File: config.mk
export PLATFORM = sky130hd
export DESIGN_NAME = cdc_channel_arbiter
export DESIGN_NICKNAME = d
export VERILOG_FILES = /design/src/rtl/cdc_channel_arbiter.sv
export SDC_FILE = /design/constraint.sdc
export NUM_CORES = 1
export LEC_CHECK = 0
export CAP_MARGIN = 40
export CORE_ASPECT_RATIO = 1.1
export CORE_UTILIZATION = 40
export CTS_BUF_LIST = sky130_fd_sc_hd__clkbuf_4 sky130_fd_sc_hd__clkbuf_8
export DETAILED_ROUTE_END_ITERATION = 8
export MAX_ROUTING_LAYER = met4
export PLACE_DENSITY = 0.76
export RECOVER_POWER = 50
export SYNTH_ARGS = -nofsm -noshare
export SYNTH_HDL_FRONTEND = slang
export SYNTH_SLANG_ARGS = --single-unit
export TNS_END_PERCENT = 50
File: constraint.sdc
create_clock -name i_clk -period 2.6 [get_ports i_clk]
set_input_delay 0.78 -clock i_clk [delete_from_list [all_inputs] [get_ports i_clk]]
set_output_delay 0.78 -clock i_clk [all_outputs]
set_load 0.03 [all_outputs]
File: src/rtl/cdc_channel_arbiter.sv
// cdc_channel_arbiter: round-robin arbiter feeding one four-phase mux-handshake CDC channel.
// Define CDC_ARB_TIMEOUT_EN to build the sticky ack-timeout monitor.
module cdc_channel_arbiter #(
    parameter int NUM_REQ = 4,
    parameter int DATA_WIDTH = 8,
    parameter int TIMEOUT_CYCLES = 64,
    localparam int ID_W = (NUM_REQ > 1) ? $clog2(NUM_REQ) : 1
) (
    input  logic                          i_clk,
    input  logic                          i_arst_n,
    input  logic [NUM_REQ-1:0]            i_req,
    input  logic [NUM_REQ*DATA_WIDTH-1:0] i_data,
    output logic [NUM_REQ-1:0]            o_grant,
    output logic [NUM_REQ-1:0]            o_done,
    output logic                          o_sync_wr,
    output logic [DATA_WIDTH-1:0]         o_sync_data,
    input  logic                          i_sync_rdy,
    input  logic                          i_sync_ack,
    output logic                          o_busy,
    output logic                          o_timeout,
    output logic [ID_W-1:0]               o_timeout_id
);
    localparam logic [1:0] IDLE = 2'd0;
    localparam logic [1:0] WRITE = 2'd1;
    localparam logic [1:0] WAIT_ACK = 2'd2;
    localparam logic [1:0] WAIT_REL = 2'd3;

    if (NUM_REQ < 1 || NUM_REQ > 16 || TIMEOUT_CYCLES < 1) begin : g_bad_cfg
        $error("cdc_channel_arbiter: unsupported parameter set");
    end

    logic [1:0] state;
    logic [ID_W-1:0] ptr, id, off, win, ptr_nxt;
    logic [2*NUM_REQ-1:0] dbl;
    logic [NUM_REQ-1:0] rot;
    logic [ID_W:0] sum;
    logic found, go;

    // Rotate the request vector so the pointer sits at bit 0, then take the lowest set bit.
    assign dbl = {i_req, i_req} >> ptr;
    assign rot = dbl[NUM_REQ-1:0];

    always_comb begin
        found = 1'b0;
        off = '0;
        for (int i = NUM_REQ - 1; i >= 0; i--)
            if (rot[i]) begin
                found = 1'b1;
                off = ID_W'(i);
            end
    end

    assign sum = {1'b0, ptr} + {1'b0, off};
    assign win = (sum >= (ID_W + 1)'(NUM_REQ)) ? ID_W'(sum - (ID_W + 1)'(NUM_REQ)) : sum[ID_W-1:0];
    assign ptr_nxt = (win == ID_W'(NUM_REQ - 1)) ? '0 : win + 1'b1;
    assign go = found && i_sync_rdy && !i_sync_ack;
    assign o_busy = state != IDLE;

    always_ff @(posedge i_clk or negedge i_arst_n) begin
        if (!i_arst_n) begin
            state <= IDLE;
            ptr <= '0;
            id <= '0;
            o_sync_data <= '0;
            o_sync_wr <= 1'b0;
            o_grant <= '0;
            o_done <= '0;
        end else begin
            o_sync_wr <= 1'b0;
            o_grant <= '0;
            o_done <= (state == WAIT_ACK && i_sync_ack) ? NUM_REQ'(1) << id : '0;
            case (state)
                IDLE:
                    if (go) begin
                        state <= WRITE;
                        id <= win;
                        ptr <= ptr_nxt;
                        o_sync_data <= i_data[win*DATA_WIDTH +: DATA_WIDTH];
                        o_sync_wr <= 1'b1;
                        o_grant <= NUM_REQ'(1) << win;
                    end
                WRITE: state <= WAIT_ACK;
                WAIT_ACK: if (i_sync_ack) state <= WAIT_REL;
                default: if (!i_sync_ack && i_sync_rdy) state <= IDLE;
            endcase
        end
    end

`ifdef CDC_ARB_TIMEOUT_EN
    localparam int CNT_W = $clog2(TIMEOUT_CYCLES + 1);
    logic [CNT_W-1:0] cnt;

    // Monitor only: the handshake keeps waiting after the flag is raised.
    always_ff @(posedge i_clk or negedge i_arst_n) begin
        if (!i_arst_n) begin
            cnt <= '0;
            o_timeout <= 1'b0;
            o_timeout_id <= '0;
        end else begin
            if (state == WRITE) cnt <= '0;
            else if (state == WAIT_ACK && cnt != CNT_W'(TIMEOUT_CYCLES)) cnt <= cnt + 1'b1;
            if (state == WAIT_ACK && cnt == CNT_W'(TIMEOUT_CYCLES - 1)) begin
                o_timeout <= 1'b1;
                o_timeout_id <= id;
            end
        end
    end
`else
    assign o_timeout = 1'b0;
    assign o_timeout_id = '0;
`endif
endmodule

-- Word-level counts from Yosys, hierarchy flattened
Index checks and enable logic that the tools add are counted.
- add/sub/neg operators: 3
- magnitude comparators: 1
- equal/unequal tests: 5
- shift operators: 4
- mux-type cells: 19
- reduce and logical (&&, ||, !) cells: 10
- operators with widths (cell ; number):
    $shiftx A32 B6 Y8 ; 1
    $mux W2 ; 9
    $mux W4 ; 3
    $shl A1 B2 Y4 const A ; 2
    $shr A8 B2 Y4 ; 1
    $mux W1 ; 6
    $pmux W2 S3 ; 1
    $eq A2 B2 Y1 const B ; 2
    $logic_and A1 B1 Y1 ; 4
    $ne A2 B2 Y1 const B ; 2
    $reduce_bool A4 Y1 ; 1
    $add A2 B2 Y3 ; 1
    $ge A3 B3 Y1 const B ; 1
    $reduce_and A3 Y1 ; 1
    $add A2 B1 Y2 const B ; 1
    $eq A2 B1 Y1 const B ; 1
    $logic_not A2 Y1 ; 1
    $reduce_and A2 Y1 ; 1
    $reduce_bool A2 Y1 ; 1
    $sub A2 B1 Y2 const B ; 1
    $logic_not A1 Y1 ; 1
- register bits: 23
- input bits: 40
- output and inout port bits: 21
- logic and storage cells: 49

-- Longest topological paths before layout
- word-level depth: 11
- mapped depth: 13

-- Worst setup path after synthesis
OpenSTA, ideal clock, no wires.
- path kind: input to register
- from: input port i_req[2]
- to: register ptr[1]
- library setup time: 0.117 ns
- data arrival time: 2.614 ns
- data required time: 2.483 ns
- setup slack: -0.131 ns
- cell stages on the path: 11
- path through: o311ai_0 > o21ai_0 > o221ai_1 > ha_1 > xnor2_1 > nor4_2 > nor2_1 > inv_2 > ha_1 > nand2_1 > nand2_1
- longest elaborated chain between the ends: 10
- elaborated cells between the ends (all ways): 19
- those cells by class: 3 x add/sub; 1 x order compare; 1 x eq/ne; 1 x shift; 10 x mux; 3 x reduce/logical
- ends and longest elaborated chain (what ; line ; text):
    start, declared ; 11 ; input logic [NUM_REQ-1:0] i_req,
    $shr A8 B2 Y4 * ; 40 ; assign dbl = {i_req, i_req} >> ptr;
    $mux W2 (3 in series) ; 47 ; if (rot[i]) begin
    $mux W2 * ; 47 ;
    $add A2 B2 Y3 * ; 53 ; assign sum = {1'b0, ptr} + {1'b0, off};
    $ge A3 B3 Y1 or $sub A2 B1 Y2 (tied branches) ; 54 ; assign win = (sum >= (ID_W + 1)'(NUM_REQ)) ? ID_W'(sum - (ID_W + 1)'(NUM_REQ)) : sum[ID_W-1:0];
    $mux W2 * ; 54 ;
    $add A2 B1 Y2 or $eq A2 B2 Y1 (tied branches) ; 55 ; assign ptr_nxt = (win == ID_W'(NUM_REQ - 1)) ? '0 : win + 1'b1;
    $mux W2 * ; 55 ;
    via ptr_nxt[1] ; 33 ; logic [ID_W-1:0] ptr, id, off, win, ptr_nxt;
    end signal, assigned ; 77 ; ptr <= ptr_nxt;
    end, declared ; 33 ;
Mark *: on every way through the listed nets, which the timed path passes. The rest lies on a longest branch.
A chain may end at the register's enable or synchronous reset.

-- Worst setup path after layout
- from: register state[0]
- to: output port o_busy
- longest elaborated chain between the ends: 1
- ends and longest elaborated chain (what ; line ; text):
    start, declared ; 32 ; logic [1:0] state;
    start signal, assigned ; 61 ; state <= IDLE;
    start signal, assigned ; 75 ; state <= WRITE;
    start signal, assigned ; 82 ; WRITE: state <= WAIT_ACK;
    $reduce_bool A2 Y1 ; 57 ; assign o_busy = state != IDLE;
    end, declared ; 19 ; output logic o_busy,
Every way passes these cells.

==> results_dict.tcl <==
set metrics [dict create \
    status "completed" \
    netlist_instances 154 \
    vias_per_cell 5.110 \
    maxSlewHeadroom_pct 17.56 \
    regArea_um2 575.6 \
    yosysTopAreaCell "dfrtp_1" \
    worstMarginPinSlew_ns 1.237 \
    die-area_um2 4080 \
    critical_path.endpoint_type "output pin" \
    wl_per_cell_um 13.52 \
    synth_area_leaders "dfrtp_1 (38%), and2b_2 (9.2%), a2111oi_0 (4.6%), a221oi_1 (4.6%), nand2_1 (4.4%)" \
    crit_required_ns 1.82 \
    grt_max_degree 24 \
    area_delta_synth_final_pct 60.21 \
    antenna_found_initial 0 \
    crit_arrival_ns 1.71 \
    ys_seq_area_share_pct 37.58 \
    pwr-share-comb_pct 71.2 \
    vias 1441 \
    regToRegSetupSlack_ns 0.25 \
    totalWireLength_um 3812 \
    slew_violations 0 \
    die_y_um 66.90 \
    num_io_pins 61 \
    cts_buffers 3 \
    final_common_cell "clkdlybuf4s50_1" \
    power.density_nw_per_um2 1124 \
    switching_share_pct 42.45 \
    crit_path_start "state[0]" \
    irDropWorstVdd_v 0.0005531 \
    fin_crit_sh_pct 95.83 \
    switchingPower_mw 1.171 \
    final_cell_mix "clkdlybuf4s50_1 (48), dfrtp_1 (23), buf_4 (21)" \
    yosysUniqueCellTypes 42 \
    start_util_pct 41.90 \
    worstSetupStartpointType "register" \
    placed_area_um2 2253 \
    htree_levels 1 \
    hp-class "reg2reg" \
    portBuffers 57 \
    synth_area_um2 1531 \
    grt_pass1_vias 1355 \
    dp_slack_ns -0.6584 \
    grt_use_total_pct 20.80 \
    clkPwrFrac_pct 8.4 \
    endpoint "o_busy" \
    grt_pass1_wl_um 6072 \
    fillers 306 \
    ys_ff_latch 23 \
    root_buffer "clkbuf_8" \
    layout-drive-gt1-share_pct 33.19 \
    critPathKind "reg2out" \
    hold_viol_final 0 \
    worstReg2RegStart "ptr[0]" \
    clk_pin_slew_worst_paths_ns 0.08 \
    report.final.setup_viol 0 \
    yosys_warnings 0 \
    fp.coreArea_um2 3655 \
    final_area_um2 2454 \
    multiInputGateArea_um2 1001 \
    dp_hpwl_um 2877 \
    setup_tns_ns 0 \
    first_pass_iters 4 \
    p_int_mw 1.587 \
    cts_hold_buf 0 \
    setup_ws_ns 0.1084 \
    drtIter0Drc 39 \
    rsz0062_at_grt "false" \
    synth.top_cell.area_share_pct 37.58 \
    clkLatencyLatePin_ns 0.26 \
    leakage_nw 1.041 \
    worstPathMaxFanout 4 \
    pwr-share-seq_pct 20.4 \
    clock.fmax_mhz 401.3 \
    row_count 23 \
    maxCapViolations 0 \
    drc 0 \
    cts_tree "done" \
    gp_congestion 0.7678 \
    clock_skew_ns 0.003078 \
    syn_area_per_cell_um2 9.945 \
    antenna_cells 0 \
    fin_crit_ns 2.492 \
    r2r-end "ptr[1]" \
    rr_worst_depth 12 \
    cts.path.max_buffers 2 \
    numClockSinks 23 \
    grt_overflow 0 \
    antenna_left 0 \
    die_x_um 61.00 \
    fin_nets 278 \
]
cell usage after synthesis, drive strengths merged:
library cell,number
nand3,2
a2111oi,8
o311ai,1
clkbuf,4
nor2b,2
nor4,1
nor3b,2
o31ai,10
xnor2,1
or3,1
xor2,1
o221ai,1
mux2,1
conb,1
a31oi,1
buf,5
a221oi,8
o32a,1
nor3,6
and2b,17
o21a,3
and3,1
inv,8
nand2,18
o21ai,7
nand2b,3
a21oi,2
mux2i,1
dlygate4sd1,1
dfrtp,23
nor2,6
nand4,1
ha,5
o22ai,1
logic make-up (layout without fill, tap and decap cells):
kind of cell,count (synthesis),after routing,share of synthesized area (%)
flops,23,23,37.58
buf+inv,18,93,8.824
xor+xnor,2,2,1.144
compound gates,43,44,22.47
mux,2,2,1.389
other cells,1,3,0.2449
simple gates,60,60,24.26
fa+ha+maj,5,5,4.085
worst max-delay path: stages (launching register included):
cell and delay [ns]:
dfrtp_1 0.37, inv_1 0.07, ha_1 0.24, inv_1 0.09, clkdlybuf4s50_1 0.67
repair_timing:
item / in CTS / in global routing
resized for setup: 23 / 25
gates cloned: 1 / 0
setup buffers: 2 / 1
endpoints found under the setup margin: 15 / 14
pin swaps: 7 / 6
state kept, by name (all words and copies together), names as in the netlist:
register	count
o_sync_wr	1
id	2
o_grant	4
o_done	4
state	2
ptr	2
o_sync_data	8
area by class of cell:
| class | count | area share, % |
|---|---|---|
| multi-input combinational | 116 | 40.80 |
| clock buffer | 4 | 1.989 |
| timing repair buffer | 81 | 29.98 |
| inverter | 8 | 1.224 |
| sequential | 23 | 23.46 |
| tap | 50 | 2.550 |
worst min-delay path by stage:
stage                      from   endpoint  slack, ns  cells after the start
after floorplan           id[0]  o_done[2]       0.42                      1
after global placement    id[0]  o_done[2]       0.45                      1
after detailed placement  id[0]  o_done[2]       0.44                      1
after CTS                 id[0]  o_done[2]       0.45                      1
after global routing      id[0]  o_done[2]       0.47                      1
final                     id[0]  o_done[2]       0.45                      1
layer usage:
layer	vias up	track usage (%)	wire, um	part of all wire [%]
met3	7	2.913	185	4.9
met1	667	24.58	1547	41
met5	-	-	0	0
li1	721	-	-	-
met4	0	7.386	63	1.7
met2	46	35.58	2014	53
metrics by stage:
| stage | instances | power (mW) | util [%] | hold WS, ns |
|---|---|---|---|---|
| after detailed placement | 275 | 2.219 | 61.66 | 0.4378 |
| after global placement | 275 | 2.184 | 61.66 | 0.4460 |
| after global routing | 282 | 2.965 | 67.13 | 0.4673 |
| after floorplan | 156 | 1.646 | - | 0.4248 |
| final | 282 | 2.758 | 67.13 | 0.4495 |
| after CTS | 282 | 2.630 | 65.56 | 0.4484 |
power groups by stage:
stage / sequential (mW) / clock, mW / combinational (mW)
2_1_floorplan: 0.683 / 0 / 0.963
3_3_place_gp: 0.562 / 0 / 1.62
3_5_place_dp: 0.568 / 0 / 1.65
4_1_cts: 0.561 / 0.237 / 1.83
5_1_grt: 0.578 / 0.249 / 2.14
6_report: 0.563 / 0.232 / 1.96
Power figures use the tool's default switching activity.
